## config.mk

```make
export PLATFORM = sky130hd
export DESIGN_NAME = multicycle_ctrl
export DESIGN_NICKNAME = d
export VERILOG_FILES = /design/src/rtl/multicycle_ctrl.sv
export SDC_FILE = /design/constraint.sdc
export NUM_CORES = 1
export LEC_CHECK = 0
export ABC_CLOCK_PERIOD_IN_PS = 2900
export CORE_MARGIN = 3
export CORE_UTILIZATION = 50
export DETAILED_ROUTE_END_ITERATION = 10
export GPL_ROUTABILITY_DRIVEN = 0
export GPL_TIMING_DRIVEN = 0
export PLACE_DENSITY = 0.9
export REMOVE_ABC_BUFFERS = 1
export SETUP_SLACK_MARGIN = 0.1
export SKIP_LAST_GASP = 1
export SYNTH_ARGS = -nofsm -noshare
export SYNTH_HDL_FRONTEND = slang
export SYNTH_SLANG_ARGS = --single-unit
```

## constraint.sdc

```tcl
create_clock -name clk -period 2.9 [get_ports clk]
set_input_delay 0.29 -clock clk [delete_from_list [all_inputs] [get_ports clk]]
set_output_delay 0.29 -clock clk [all_outputs]
set_load 0.01 [all_outputs]
```

## src/rtl/multicycle_ctrl.sv

```systemverilog
`default_nettype none
// ============================================================================
//  Module      : multicycle_ctrl
//  Description : Main control FSM of the multicycle RV32I core. It sequences
//                fetch/decode/exec/mem/write-back and runs a memory watchdog.
//  Revision    : 1.0 - initial release
// ============================================================================
module multicycle_ctrl #(
    parameter int MEM_TIMEOUT      = 16,
    parameter bit FAULT_ON_ILLEGAL = 1'b1
) (
    input  logic       clk,
    input  logic       rst,
    input  logic [6:0] opcode,
    input  logic [2:0] funct3,
    input  logic       br_taken,
    input  logic       imem_ready,
    input  logic       dmem_ready,
    output logic       imem_req,
    output logic       dmem_req,
    output logic       dmem_we,
    output logic       ir_we,
    output logic       pc_we,
    output logic [1:0] pc_sel,
    output logic       alu_src_b,
    output logic       rf_we,
    output logic [1:0] wb_sel,
    output logic       fault,
    output logic [2:0] state
);

    typedef enum logic [2:0] {
        c_fetch  = 3'd0,
        c_decode = 3'd1,
        c_exec   = 3'd2,
        c_mem    = 3'd3,
        c_wb     = 3'd4,
        c_fault  = 3'd5
    } state_t;

    typedef enum logic [2:0] {
        c_cls_ill    = 3'd0,
        c_cls_r      = 3'd1,
        c_cls_ialu   = 3'd2,
        c_cls_load   = 3'd3,
        c_cls_store  = 3'd4,
        c_cls_branch = 3'd5,
        c_cls_lui    = 3'd6,
        c_cls_jal    = 3'd7
    } cls_t;

    localparam logic [7:0] c_tc = 8'(MEM_TIMEOUT - 1);

    state_t     r_state, w_state_nxt;
    cls_t       r_cls, w_cls_dec;
    logic [7:0] r_cnt, w_cnt_nxt;

    logic       w_imem_req, w_dmem_req, w_dmem_we, w_ir_we, w_pc_we;
    logic [1:0] w_pc_sel, w_wb_sel;
    logic       w_alu_src_b, w_rf_we, w_fault;

    // funct3 is decoded by the ALU, not by this controller
    logic w_unused;
    assign w_unused = ^funct3;

    always_ff @(posedge clk or posedge rst) begin
        if (rst) begin
            r_state <= c_fetch;
            r_cnt   <= '0;
            r_cls   <= c_cls_ill;
        end else begin
            r_state <= w_state_nxt;
            r_cnt   <= w_cnt_nxt;
            if (r_state == c_decode)
                r_cls <= w_cls_dec;
        end
    end

    always_comb begin
        w_state_nxt = r_state;
        w_cnt_nxt   = '0;
        w_imem_req  = 1'b0;
        w_dmem_req  = 1'b0;
        w_dmem_we   = 1'b0;
        w_ir_we     = 1'b0;
        w_pc_we     = 1'b0;
        w_pc_sel    = 2'd0;
        w_alu_src_b = 1'b0;
        w_rf_we     = 1'b0;
        w_wb_sel    = 2'd0;
        w_fault     = 1'b0;

        case (opcode)
            7'b0110011: w_cls_dec = c_cls_r;
            7'b0010011: w_cls_dec = c_cls_ialu;
            7'b0000011: w_cls_dec = c_cls_load;
            7'b0100011: w_cls_dec = c_cls_store;
            7'b1100011: w_cls_dec = c_cls_branch;
            7'b0110111: w_cls_dec = c_cls_lui;
            7'b1101111: w_cls_dec = c_cls_jal;
            default:    w_cls_dec = c_cls_ill;
        endcase

        case (r_state)
            c_fetch: begin
                w_imem_req = 1'b1;
                if (imem_ready) begin
                    w_ir_we     = 1'b1;
                    w_state_nxt = c_decode;
                end else if (r_cnt == c_tc) begin
                    w_state_nxt = c_fault;
                end else begin
                    w_cnt_nxt = r_cnt + 8'd1;
                end
            end
            c_decode: begin
                if (w_cls_dec == c_cls_ill)
                    w_state_nxt = FAULT_ON_ILLEGAL ? c_fault : c_wb;
                else
                    w_state_nxt = c_exec;
            end
            c_exec: begin
                w_alu_src_b = (r_cls == c_cls_ialu) || (r_cls == c_cls_load) ||
                              (r_cls == c_cls_store);
                if (r_cls == c_cls_branch) begin
                    w_pc_we     = 1'b1;
                    w_pc_sel    = br_taken ? 2'd1 : 2'd0;
                    w_state_nxt = c_fetch;
                end else if ((r_cls == c_cls_load) || (r_cls == c_cls_store)) begin
                    w_state_nxt = c_mem;
                end else begin
                    w_state_nxt = c_wb;
                end
            end
            c_mem: begin
                w_dmem_req = 1'b1;
                w_dmem_we  = (r_cls == c_cls_store);
                if (dmem_ready) begin
                    // stores retire here; loads still need the register write
                    if (r_cls == c_cls_store) begin
                        w_pc_we     = 1'b1;
                        w_state_nxt = c_fetch;
                    end else begin
                        w_state_nxt = c_wb;
                    end
                end else if (r_cnt == c_tc) begin
                    w_state_nxt = c_fault;
                end else begin
                    w_cnt_nxt = r_cnt + 8'd1;
                end
            end
            c_wb: begin
                w_pc_we     = 1'b1;
                w_pc_sel    = (r_cls == c_cls_jal) ? 2'd2 : 2'd0;
                w_rf_we     = (r_cls == c_cls_r) || (r_cls == c_cls_ialu) ||
                              (r_cls == c_cls_load) || (r_cls == c_cls_lui) ||
                              (r_cls == c_cls_jal);
                case (r_cls)
                    c_cls_load: w_wb_sel = 2'd1;
                    c_cls_lui:  w_wb_sel = 2'd2;
                    c_cls_jal:  w_wb_sel = 2'd3;
                    default:    w_wb_sel = 2'd0;
                endcase
                w_state_nxt = c_fetch;
            end
            default: begin
                // FAULT and the unused encodings all park in FAULT
                w_fault     = 1'b1;
                w_state_nxt = c_fault;
            end
        endcase
    end

    // Everything reads zero while reset is held, including mid-access
    assign imem_req  = w_imem_req  & ~rst;
    assign dmem_req  = w_dmem_req  & ~rst;
    assign dmem_we   = w_dmem_we   & ~rst;
    assign ir_we     = w_ir_we     & ~rst;
    assign pc_we     = w_pc_we     & ~rst;
    assign pc_sel    = rst ? 2'd0 : w_pc_sel;
    assign alu_src_b = w_alu_src_b & ~rst;
    assign rf_we     = w_rf_we     & ~rst;
    assign wb_sel    = rst ? 2'd0 : w_wb_sel;
    assign fault     = w_fault     & ~rst;
    assign state     = rst ? 3'd0 : r_state;

endmodule
`default_nettype wire

```

==> impl_metrics.env <==
export IMPL_clockBufferDepth=2
export IMPL_required_ns=2.61
export IMPL_path_class="in2out"
export IMPL_initial_utilization=0.564
export IMPL_fin_util=0.724
export IMPL_overflow=0
export IMPL_drc_errors=0
export IMPL_grtUsageTotal=0.214
export IMPL_p_int_uw=295
export IMPL_pin_count=30
export IMPL_dieArea_sq_mm=0.00266
export IMPL_tightestPinTransition_ns=0.572
export IMPL_insertion_delay_ns=0.28
export IMPL_path_cells="clkdlybuf4s50_1 -> nand2b_1 -> nor3_1 -> and3_1 -> and2_1 -> clkdlybuf4s50_1"
export IMPL_grt_max_degree=17
export IMPL_power_total_uw=380
export IMPL_clkTransAtPathRegs_ns=0.08
export IMPL_max_freq_mhz=394
export IMPL_cts_made_buffers=3
export IMPL_vias_per_cell=5.72
export IMPL_critPathArrivalTime_ns=2.25
export IMPL_cts_htree_levels=1
export IMPL_cpMostUsedCell="clkdlybuf4s50_1"
export IMPL_switchingPower_uw=85.5
export IMPL_final_hold_violation_count=0
export IMPL_seq_area_sq_um=350
export IMPL_report_final_slew_viol_count=0
export IMPL_cts_tree="yes"
export IMPL_syn_instance_count=128
export IMPL_ant_nets=0
export IMPL_antenna_found_initial=0
export IMPL_rsz0062_at_grt="false"
export IMPL_globalRouteMet3Util=0.0372
export IMPL_setup_worst_path_end_class="output port"
export IMPL_syn_area_sq_mm=0.00104
export IMPL_finalCritPeriodShare=0.875
export IMPL_met2_usage=0.379
export IMPL_timing_hold_ws_ns=0.497
export IMPL_pwr_share_clk=0.366
export IMPL_row_count=15
export IMPL_powerDensity_mw_per_mm2=285
export IMPL_critical_path_slowest_cell="clkdlybuf4s50_1"
export IMPL_worst_slack_ns=0.363
export IMPL_yosysWarnings=0
export IMPL_cts_sinks=14
export IMPL_worst_clock_skew_ns=0.00313
export IMPL_cts_hold_buf=0
export IMPL_met1_usage=0.253
export IMPL_syn_area_per_cell_sq_um=8.10
export IMPL_p_seq_frac=0.513
export IMPL_synth_seq_cells=14
export IMPL_fp_dieW_um=51.5
export IMPL_drv_cap=0
export IMPL_min_period_ns=2.54
export IMPL_multi_input_area_sq_um=639
export IMPL_avgRoutedWirePerCell_um=13.3
export IMPL_drt_total_wl_um=2350
export IMPL_slew_headroom=0.619
export IMPL_ctsRootBufferMaster="clkbuf_4"
export IMPL_hpwl_um=1880
export IMPL_slowest_delay_ns=0.53
export IMPL_syn2layout_area_growth_pct=28.5
export IMPL_grt_pass1_wl_um=4370
export IMPL_ir_drop_v=0.000205
export IMPL_worstSetupStartpointType="input port"
export IMPL_diodes=0
export IMPL_ys_types=44
export IMPL_dpl_worst_slack_ns=0.374
export IMPL_cts_resized=0
export IMPL_portBuffers=26
export IMPL_fin_nets=169
export IMPL_coreArea_sq_mm=0.00184
export IMPL_fin_tns_setup_ns=0
export IMPL_leakage_uw=0.000527
export IMPL_detail_route_iter0_violations=22
export IMPL_p_sw_frac=0.225
export IMPL_min_path_type="reg2reg"
export IMPL_num_vias=1013
export IMPL_run_status="complete, no violations"
export IMPL_drive_above_1_share=0.0855
export IMPL_dr_pass1_iters=4
export IMPL_combPwrFrac=0.121
export IMPL_cts_setup_buffers=0
export IMPL_grt_pass1_vias=1018
export IMPL_seq_area_frac_synth=0.338
export IMPL_grt_busiest_layer="met2"
export IMPL_finalSetupViolCount=0
export IMPL_path_max_fanout=8
export IMPL_die_h_um=51.5
export IMPL_fillCellCount=160
-- synthesized netlist by cell type --
cell / n / area share
a2111oi_0: 1 / 0.0084
a21oi_1: 7 / 0.034
a2bb2oi_1: 1 / 0.0084
a31o_2: 1 / 0.0084
a41oi_1: 1 / 0.0084
and2_0: 1 / 0.0060
and2_1: 4 / 0.024
and3_1: 3 / 0.018
and3b_1: 1 / 0.0084
and4_1: 1 / 0.0084
buf_2: 2 / 0.0097
buf_6: 1 / 0.011
clkbuf_1: 3 / 0.011
dfrtp_1: 14 / 0.34
ha_1: 1 / 0.012
inv_1: 4 / 0.014
mux2i_1: 1 / 0.0097
nand2_1: 10 / 0.036
nand2b_1: 6 / 0.036
nand3_1: 4 / 0.019
nand3b_1: 3 / 0.022
nand4_1: 3 / 0.018
nor2_1: 11 / 0.040
nor2_2: 5 / 0.030
nor2_4: 1 / 0.011
nor2b_1: 4 / 0.024
nor2b_2: 1 / 0.0084
nor3_1: 5 / 0.024
nor3b_1: 1 / 0.0072
nor4_1: 1 / 0.0060
o2111ai_1: 1 / 0.0084
o21a_1: 1 / 0.0072
o21ai_0: 7 / 0.034
o21bai_1: 1 / 0.0072
o221ai_1: 1 / 0.0084
o22ai_1: 2 / 0.012
o31a_1: 1 / 0.0084
o31ai_1: 2 / 0.014
or2_1: 1 / 0.0060
or3_1: 2 / 0.012
or3b_1: 1 / 0.0084
or4_4: 1 / 0.011
xnor2_1: 2 / 0.017
xor2_1: 3 / 0.025
-- worst max-delay path, delay by kind of cell --
kind                   cells  cell delay (ns)
buffers and inverters      2             1.05
AND/OR/NAND/NOR            4             0.90
-- placed cells by master, fill, tap and decap left out, drive strengths merged, types with 2 or more instances in the layout --
master and count:
nand4 3, clkbuf 4, xnor2 2, and2 5, o22ai 2, nand2b 6, dfrtp 14, o31ai 2
nor2 17, nor3 5, or3 2, o21ai 7, xor2 3, clkdlybuf4s50 26, nor2b 5, inv 4
nand3b 3, nand3 4, nand2 10, a21oi 7, and3 3
-- registers in the layout, summed over array words and instances, names as in the netlist --
name	count
r_state	3
r_cls	3
r_cnt	8
-- logic make-up (layout without fill, tap and decap cells) --
group / Yosys count / in the layout / share of synthesized area
AND/OR/NAND/NOR: 70 / 70 / 0.385
AO/OA/AOI/OAI: 27 / 27 / 0.168
flip-flops: 14 / 14 / 0.338
buffers and inverters: 10 / 34 / 0.0458
XOR/XNOR: 5 / 5 / 0.0422
adder cells (fa/ha/maj): 1 / 1 / 0.0121
multiplexers: 1 / 1 / 0.00965
-- worst paths after layout --
path / cells after the start / startpoint / endpoint / slack, ns
worst max-delay path: 6 / rst / pc_sel[1] / 0.36
worst min register to register: 1 / r_cnt[0]$_DFF_PP0_ / r_cnt[0]$_DFF_PP0_ / 0.50
max in group asynchronous: 2 / rst / r_cls[2]$_DFFE_PP0N_ / 1.98
min in group asynchronous: 2 / rst / r_cnt[6]$_DFF_PP0_ / 0.54
worst max register to register: 4 / r_cnt[4]$_DFF_PP0_ / r_cnt[4]$_DFF_PP0_ / 1.22
worst min-delay path: 1 / r_cnt[0]$_DFF_PP0_ / r_cnt[0]$_DFF_PP0_ / 0.50
-- cell type report --
| cell class | count | area share |
|---|---|---|
| Clock buffer | 4 | 0.0272 |
| Inverter | 4 | 0.0113 |
| Multi-Input combinational cell | 104 | 0.480 |
| Sequential cell | 14 | 0.263 |
| Tap cell | 25 | 0.0235 |
| Timing Repair Buffer | 26 | 0.195 |
-- routing by layer --
metal,vias to the layer above,share of wire
li1,507,-
met1,470,0.42
met2,32,0.51
met3,4,0.050
met4,0,0.013
met5,-,0
-- metrics by stage --
| step | area [sq um] | instances |
|---|---|---|
| final | 1330 | 177 |
| after global routing | 1330 | 177 |
| after CTS | 1330 | 177 |
| after detailed placement | 1300 | 173 |
| after global placement | 1300 | 173 |
| after floorplan | 1000 | 122 |
-- power groups by stage --
| stage | clock network, uW | registers (uW) | logic, uW |
|---|---|---|---|
| 2_1_floorplan | 0 | 199 | 15.8 |
| 3_3_place_gp | 0 | 199 | 44.5 |
| 3_5_place_dp | 0 | 199 | 46.1 |
| 4_1_cts | 142 | 195 | 46.3 |
| 5_1_grt | 154 | 195 | 50.6 |
| 6_report | 139 | 195 | 46.1 |
(Power assumes the default switching activity.)
